### src/rtl/nes_ppu_pkg.sv
// Shared definitions for the PPU CPU-side register window: register
// offsets, the VRAM port state encoding and the VRAM address steps.
package nes_ppu_pkg;

  localparam logic [2:0] PPUCTRL   = 3'd0;
  localparam logic [2:0] PPUMASK   = 3'd1;
  localparam logic [2:0] PPUSTATUS = 3'd2;
  localparam logic [2:0] OAMADDR   = 3'd3;
  localparam logic [2:0] OAMDATA   = 3'd4;
  localparam logic [2:0] PPUSCROLL = 3'd5;
  localparam logic [2:0] PPUADDR   = 3'd6;
  localparam logic [2:0] PPUDATA   = 3'd7;

  typedef enum logic [1:0] {
    IDLE = 2'd0,
    WR   = 2'd1,
    RD   = 2'd2
  } vram_state_e;

  localparam int INC1  = 1;
  localparam int INC32 = 32;

endpackage

### src/rtl/ppu_vram_port.sv
// $2006/$2007 VRAM address and data port: owns the VRAM address register
// (vaddr), the $2007 read buffer and the request state machine toward PPU VRAM.
//
// Handshake: vram_req rises on the edge that accepts a $2007 access and stays
// high, with vram_we/vram_addr/vram_wdata stable, until the edge on which
// vram_ack is sampled high; vram_req falls on that same edge. vram_rdata is
// only looked at together with vram_ack during a read. An ack while idle is
// ignored, so an ack arriving after a reset has no effect.
module ppu_vram_port
  import nes_ppu_pkg::*;
#(
  parameter int VADDR_W = 14
) (
  input  logic               clk,
  input  logic               rst,
  input  logic               acc,
  input  logic               rw,
  input  logic [7:0]         wdata,
  input  logic               addr_wr,
  input  logic               w,
  input  logic               inc32,
  input  logic [7:0]         vram_rdata,
  input  logic               vram_ack,
  output logic               vram_req,
  output logic               vram_we,
  output logic [VADDR_W-1:0] vram_addr,
  output logic [7:0]         vram_wdata,
  output logic [7:0]         read_buf,
  output vram_state_e        state
);

  vram_state_e        state_next;
  logic [VADDR_W-1:0] vaddr;
  logic [VADDR_W-1:0] vaddr_base;
  logic [VADDR_W-1:0] inc_val;
  logic               start_wr;
  logic               start_rd;
  logic               complete;

  assign start_wr = acc && !rw && (state == IDLE);
  assign start_rd = acc &&  rw && (state == IDLE);
  assign complete = vram_ack && (state != IDLE);
  assign inc_val  = inc32 ? VADDR_W'(INC32) : VADDR_W'(INC1);

  // State register
  always_ff @(posedge clk) begin
    if (rst) state <= IDLE;
    else     state <= state_next;
  end

  // Next state: accept a $2007 access when idle, finish on ack
  always_comb begin
    state_next = state;
    case (state)
      IDLE: begin
        if (start_wr)      state_next = WR;
        else if (start_rd) state_next = RD;
      end
      WR, RD: begin
        if (vram_ack) state_next = IDLE;
      end
      default: state_next = IDLE;
    endcase
  end

  // Outputs decoded from the state
  always_comb begin
    vram_req = (state != IDLE);
    vram_we  = (state == WR);
  end

  // A $2006 write may land while a request is in flight; the completion
  // increment is applied on top of the freshly written address.
  always_comb begin
    vaddr_base = vaddr;
    if (addr_wr) begin
      if (!w) vaddr_base[VADDR_W-1:8] = wdata[VADDR_W-9:0];
      else    vaddr_base[7:0]         = wdata;
    end
  end

  // Address register, latched request fields and read buffer
  always_ff @(posedge clk) begin
    if (rst) begin
      vaddr      <= '0;
      vram_addr  <= '0;
      vram_wdata <= 8'h00;
      read_buf   <= 8'h00;
    end else begin
      if (complete) vaddr <= vaddr_base + inc_val;
      else          vaddr <= vaddr_base;
      if (start_wr || start_rd) vram_addr  <= vaddr;
      if (start_wr)             vram_wdata <= wdata;
      if (complete && (state == RD)) read_buf <= vram_rdata;
    end
  end

endmodule

### src/rtl/ppu_reg_responder.sv
// CPU-bus target for the PPU register window ($2000-$2007, mirrored).
// Holds the CPU-visible PPU registers, the vblank flag and NMI line, and
// forwards $2006/$2007 traffic to the VRAM port.
module ppu_reg_responder
  import nes_ppu_pkg::*;
#(
  parameter int VADDR_W     = 14,
  parameter bit OPEN_BUS_EN = 1'b1
) (
  input  logic               clk,
  input  logic               rst,
  input  logic               acc_en,
  input  logic               rw,
  input  logic [2:0]         addr,
  input  logic [7:0]         wdata,
  output logic [7:0]         rdata,
  output logic               b_nmi,
  input  logic               vblank_set,
  input  logic               vblank_clr,
  input  logic               spr0_hit,
  input  logic               spr_ovf,
  output logic [7:0]         ppu_ctrl,
  output logic [7:0]         ppu_mask,
  output logic [7:0]         scroll_x,
  output logic [7:0]         scroll_y,
  output logic [7:0]         oam_addr,
  output logic               oam_we,
  output logic [7:0]         oam_wdata,
  input  logic [7:0]         oam_rdata,
  output logic               vram_req,
  output logic               vram_we,
  output logic [VADDR_W-1:0] vram_addr,
  output logic [7:0]         vram_wdata,
  input  logic [7:0]         vram_rdata,
  input  logic               vram_ack,
  output logic               drop
);

  logic        wr_en;
  logic        rd_en;
  logic        status_rd;
  logic        acc_data;
  logic        addr_wr;
  logic        vblank;
  logic        w_toggle;
  logic [7:0]  open_bus;
  logic [7:0]  bus_val;
  logic [7:0]  read_buf;
  logic [7:0]  rd_val;
  vram_state_e vram_state;

  assign wr_en     = acc_en && !rw;
  assign rd_en     = acc_en &&  rw;
  assign status_rd = rd_en && (addr == PPUSTATUS);
  assign acc_data  = acc_en && (addr == PPUDATA);
  assign addr_wr   = wr_en && (addr == PPUADDR);
  assign bus_val   = OPEN_BUS_EN ? open_bus : 8'h00;

  // Read mux; a vblank_set coinciding with the status read is reported as 0
  always_comb begin
    rd_val = bus_val;
    case (addr)
      PPUSTATUS: rd_val = {vblank && !vblank_set, spr0_hit, spr_ovf, bus_val[4:0]};
      OAMDATA:   rd_val = oam_rdata;
      PPUDATA:   rd_val = read_buf;
      default:   rd_val = bus_val;
    endcase
  end

  // CPU-written registers, OAM write pulse and auto-increment
  always_ff @(posedge clk) begin
    if (rst) begin
      ppu_ctrl  <= 8'h00;
      ppu_mask  <= 8'h00;
      scroll_x  <= 8'h00;
      scroll_y  <= 8'h00;
      oam_addr  <= 8'h00;
      oam_we    <= 1'b0;
      oam_wdata <= 8'h00;
      open_bus  <= 8'h00;
      w_toggle  <= 1'b0;
    end else begin
      oam_we <= wr_en && (addr == OAMDATA);
      if (wr_en) open_bus <= wdata;
      if (wr_en && (addr == PPUCTRL)) ppu_ctrl <= wdata;
      if (wr_en && (addr == PPUMASK)) ppu_mask <= wdata;
      if (wr_en && (addr == OAMDATA)) oam_wdata <= wdata;
      // Explicit $2003 writes take priority over the post-write increment
      if (wr_en && (addr == OAMADDR)) oam_addr <= wdata;
      else if (oam_we)                oam_addr <= oam_addr + 8'd1;
      if (wr_en && (addr == PPUSCROLL)) begin
        if (!w_toggle) scroll_x <= wdata;
        else           scroll_y <= wdata;
      end
      if (status_rd) w_toggle <= 1'b0;
      else if (wr_en && ((addr == PPUSCROLL) || (addr == PPUADDR))) w_toggle <= ~w_toggle;
    end
  end

  // Vblank flag (clear beats set, status read suppresses a same-cycle set) and NMI
  always_ff @(posedge clk) begin
    if (rst) begin
      vblank <= 1'b0;
      b_nmi  <= 1'b1;
    end else begin
      if (vblank_clr)      vblank <= 1'b0;
      else if (status_rd)  vblank <= 1'b0;
      else if (vblank_set) vblank <= 1'b1;
      b_nmi <= ~(ppu_ctrl[7] & vblank);
    end
  end

  // Registered read data and busy-port drop pulse
  always_ff @(posedge clk) begin
    if (rst) begin
      rdata <= 8'h00;
      drop  <= 1'b0;
    end else begin
      if (rd_en) rdata <= rd_val;
      drop <= acc_data && (vram_state != IDLE);
    end
  end

  ppu_vram_port #(
    .VADDR_W (VADDR_W)
  ) u_vram_port (
    .clk        (clk),
    .rst        (rst),
    .acc        (acc_data),
    .rw         (rw),
    .wdata      (wdata),
    .addr_wr    (addr_wr),
    .w          (w_toggle),
    .inc32      (ppu_ctrl[2]),
    .vram_rdata (vram_rdata),
    .vram_ack   (vram_ack),
    .vram_req   (vram_req),
    .vram_we    (vram_we),
    .vram_addr  (vram_addr),
    .vram_wdata (vram_wdata),
    .read_buf   (read_buf),
    .state      (vram_state)
  );

endmodule

### config.mk
export PLATFORM = sky130hd
export DESIGN_NAME = ppu_reg_responder
export DESIGN_NICKNAME = d
export VERILOG_FILES = /design/src/rtl/nes_ppu_pkg.sv /design/src/rtl/ppu_vram_port.sv /design/src/rtl/ppu_reg_responder.sv
export SDC_FILE = /design/constraint.sdc
export NUM_CORES = 1
export LEC_CHECK = 0
export BUFFER_PORTS_ARGS = -buffer_cell sky130_fd_sc_hd__buf_2
export CORE_UTILIZATION = 54
export DETAILED_ROUTE_END_ITERATION = 8
export GPL_TIMING_DRIVEN = 0
export PLACE_DENSITY = 0.8
export RECOVER_POWER = 25
export SLEW_MARGIN = 20
export SYNTH_ARGS = -nofsm -noshare
export SYNTH_HDL_FRONTEND = slang
export SYNTH_SLANG_ARGS = --single-unit
### constraint.sdc
create_clock -name clk -period 4 [get_ports clk]
set_clock_uncertainty 0.1 [all_clocks]
set_input_delay 0.2 -clock clk [delete_from_list [all_inputs] [get_ports clk]]
set_output_delay 0.2 -clock clk [all_outputs]
set_load 0.05 [all_outputs]
==> results.json <==
{
  "synth_area_per_cell_um2": 8.47,
  "rows": 34,
  "startpoint_type": "input pin",
  "critPathBufInv": 2,
  "die_y_um": 98.9,
  "setup_viol": 0,
  "cp-end-kind": "flop",
  "hold_path_class": "in2reg",
  "synth_nets": 641,
  "synth_top_area_share_pct": 45.4,
  "fin_crit_ns": 3.47,
  "cp_max_fo": 10,
  "worst_slew_pin_slew_ns": 0.868,
  "gp_congestion": 0.936,
  "r2r_slack_ns": 0.61,
  "gr-total-overflow": 0,
  "clkSinkCount": 115,
  "ys_ff_latch": 115,
  "clk_latency_ns": 0.53,
  "p_seq_share_pct": 40.5,
  "layout.nets": 784,
  "area_growth_pct": 26.7,
  "grt_busiest_layer": "met2",
  "yosys.cell_count.top_type": "dfxtp_1",
  "coreArea_mm2": 0.00889,
  "swShare_pct": 25.1,
  "holdBufCountCts": 13,
  "initial_core_util_pct": 57.0,
  "drc": 0,
  "slew_headroom_pct": 41.2,
  "post_cts_resized": 0,
  "synth.area.top_cells": "dfxtp_1, mux2i_1, nand2_1, a21oi_1, nor2_1",
  "synth_common_cells": "dfxtp_1, nand2_1, nor2_1",
  "status": "complete, no violations",
  "drtIter0Drc": 283,
  "postCtsSetupBuffers": 0,
  "syn_area_mm2": 0.00507,
  "drt_first_pass_iters": 6,
  "die_w_um": 98.9,
  "fin_tns_setup_ns": 0,
  "hold_viol_final": 0,
  "grt_usage_pct": 32.1,
  "grt_pass1_wl_mm": 24.3,
  "p_per_area_mw_per_mm2": 453,
  "drive_gt1_share_pct": 16.3,
  "cts_htree_levels": 4,
  "io_pins": 119,
  "dieArea_mm2": 0.00978,
  "cp_top_family": "simple AND/OR/NAND/NOR gates",
  "max_cap_violations": 0,
  "synth_seq_area_share_pct": 45.4,
  "path_clk_slew_ns": 0.06,
  "fin_util_pct": 72.2,
  "fillers": 715,
  "p_int_w": 0.00218,
  "p_total_w": 0.00291,
  "portBuffers": 111,
  "slowest_stage": "or4b_2",
  "rsz0062_at_grt": "false",
  "dp.cells": 817,
  "yosys_warnings": 0,
  "synth_cell_type_count": 54,
  "fin_crit_sh_pct": 86.8,
  "synth_edf_count": 0,
  "use_met3_pct": 7.87,
  "multi_input_area_mm2": 0.00254,
  "clockBufferDepth": 2,
  "synth-main-ff-cell": "dfxtp_1",
  "cts-root-buf": "clkbuf_8",
  "max_stage_delay_ns": 0.63,
  "arrival_ns": 3.76,
  "cts_made_buffers": 17,
  "seq_area_mm2": 0.00230,
  "leakagePower_nw": 2.58,
  "critPathKind": "in2reg",
  "postRouteAntennaNets": 0,
  "timing.fmax_mhz": 288,
  "synth_cells": 598,
  "grt_max_degree": 17,
  "grt_use_met1_pct": 39.1,
  "power.switching_w": 0.000730,
  "vias": 5033,
  "cp_data_required_time_ns": 4.29,
  "grt_antenna_before_repair": 0,
  "pwr-share-comb_pct": 7.9,
  "slew_violations": 0,
  "irDropWorstVdd_uv": 356,
  "diodes": 0,
  "final_cells": 862,
  "clockPowerShare_pct": 51.7,
  "crit_chain": "dlygate4sd3_1, clkbuf_1, nand3b_1, nor2_2, mux2_2, ha_1, nand4_1, or4b_2, o311ai_2, and3_1, nor3_1",
  "dpl-instance-area_mm2": 0.00576,
  "cts_tree": "built",
  "vias_per_cell": 5.84,
  "wl_per_cell_um": 17.6,
  "async_reset_ff_share_pct": 0,
  "final_area_mm2": 0.00642,
  "globalRouteMet2Util_pct": 53.5,
  "grt_pass1_vias": 4816,
  "drt_wl_total_mm": 15.2,
  "synth_top_area_cell": "dfxtp_1",
  "dp_hpwl_mm": 10.1
}
==> area by class of cell <==
type / count / share of cell area, %
sequential: 115 / 35.9
tap: 108 / 2.10
multi-input combinational: 426 / 39.6
buffer: 47 / 2.90
clock inverter: 13 / 2.49
clock buffer: 19 / 6.57
inverter: 10 / 0.585
timing repair buffer: 124 / 9.90
==> flip-flops by register name, summed over array words and instances (netlist names), 2 cells and up <==
signal	flops
u_vram_port.vaddr	14
u_vram_port.vram_addr	14
bus_val	8
oam_addr	8
oam_wdata	8
ppu_ctrl	8
ppu_mask	8
rdata	8
scroll_x	8
scroll_y	8
u_vram_port.read_buf	8
u_vram_port.vram_wdata	8
u_vram_port.state	2
==> metrics by stage <==
stage,setup slack (ns),hold slack (ns)
3_5_place_dp,0.688,0.277
3_3_place_gp,0.730,0.268
5_1_grt,0.418,0.0375
2_1_floorplan,1.04,0.179
6_report,0.527,0.0135
4_1_cts,0.664,0.00231
==> logic make-up after synthesis <==
logic type,synth area share [%]
XOR/XNOR,2.42
adder cells (fa/ha/maj),1.73
multiplexers,8.81
flip-flops,45.4
buffers and inverters,4.42
AO/OA/AOI/OAI,16.0
AND/OR/NAND/NOR,21.2
==> worst min-delay path, stage by stage <==
cell and delay (ns):
buf_2 0.17, nand4_1 0.14, nor3_1 0.07
==> cells in the final DEF (no fill, tap or decap), types with 3 or more instances in the layout <==
cell type	instances
a21oi_1	63
a21o_1	3
inv_1	10
mux2_2	5
nand3_1	25
o21ai_0	22
dfxtp_1	115
mux2i_1	39
nor2_1	65
and3_1	4
a221oi_1	5
nand2b_1	3
ha_1	7
clkinv_4	3
buf_2	76
xnor2_1	5
nand2_1	88
clkinv_2	4
and2_1	5
clkbuf_16	16
o22ai_1	6
bufinv_16	3
xor2_1	9
nor3_1	6
clkbuf_1	80
nand4_1	10
dlygate4sd3_1	13
buf_1	3
nor2b_1	3
a211oi_1	13
==> routing by layer <==
layer / vias to the layer above / share of wire [%]
met5: - / 0
met4: 0 / 3.1
met3: 48 / 8.5
met2: 240 / 48
met1: 2359 / 41
li1: 2386 / -
==> power groups by stage <==
| stage | Clock (W) | Combinational (W) | Sequential [W] |
|---|---|---|---|
| floorplan | 0 | 0.000106 | 0.00124 |
| global placement | 0 | 0.000209 | 0.00120 |
| detailed placement | 0 | 0.000214 | 0.00120 |
| CTS | 0.00150 | 0.000226 | 0.00118 |
| global route | 0.00155 | 0.000244 | 0.00118 |
| finish | 0.00150 | 0.000229 | 0.00118 |
==> worst paths after layout <==
check / from / to / depth (start not counted)
worst max-delay path: acc_en / u_vram_port.vaddr[9] / 11
worst min-delay path: addr[2] / drop / 3
worst max register to register: w_toggle / u_vram_port.vaddr[9] / 9
worst min register to register: vblank / b_nmi / 1
Note: power is estimated with default switching activity, not from simulation.
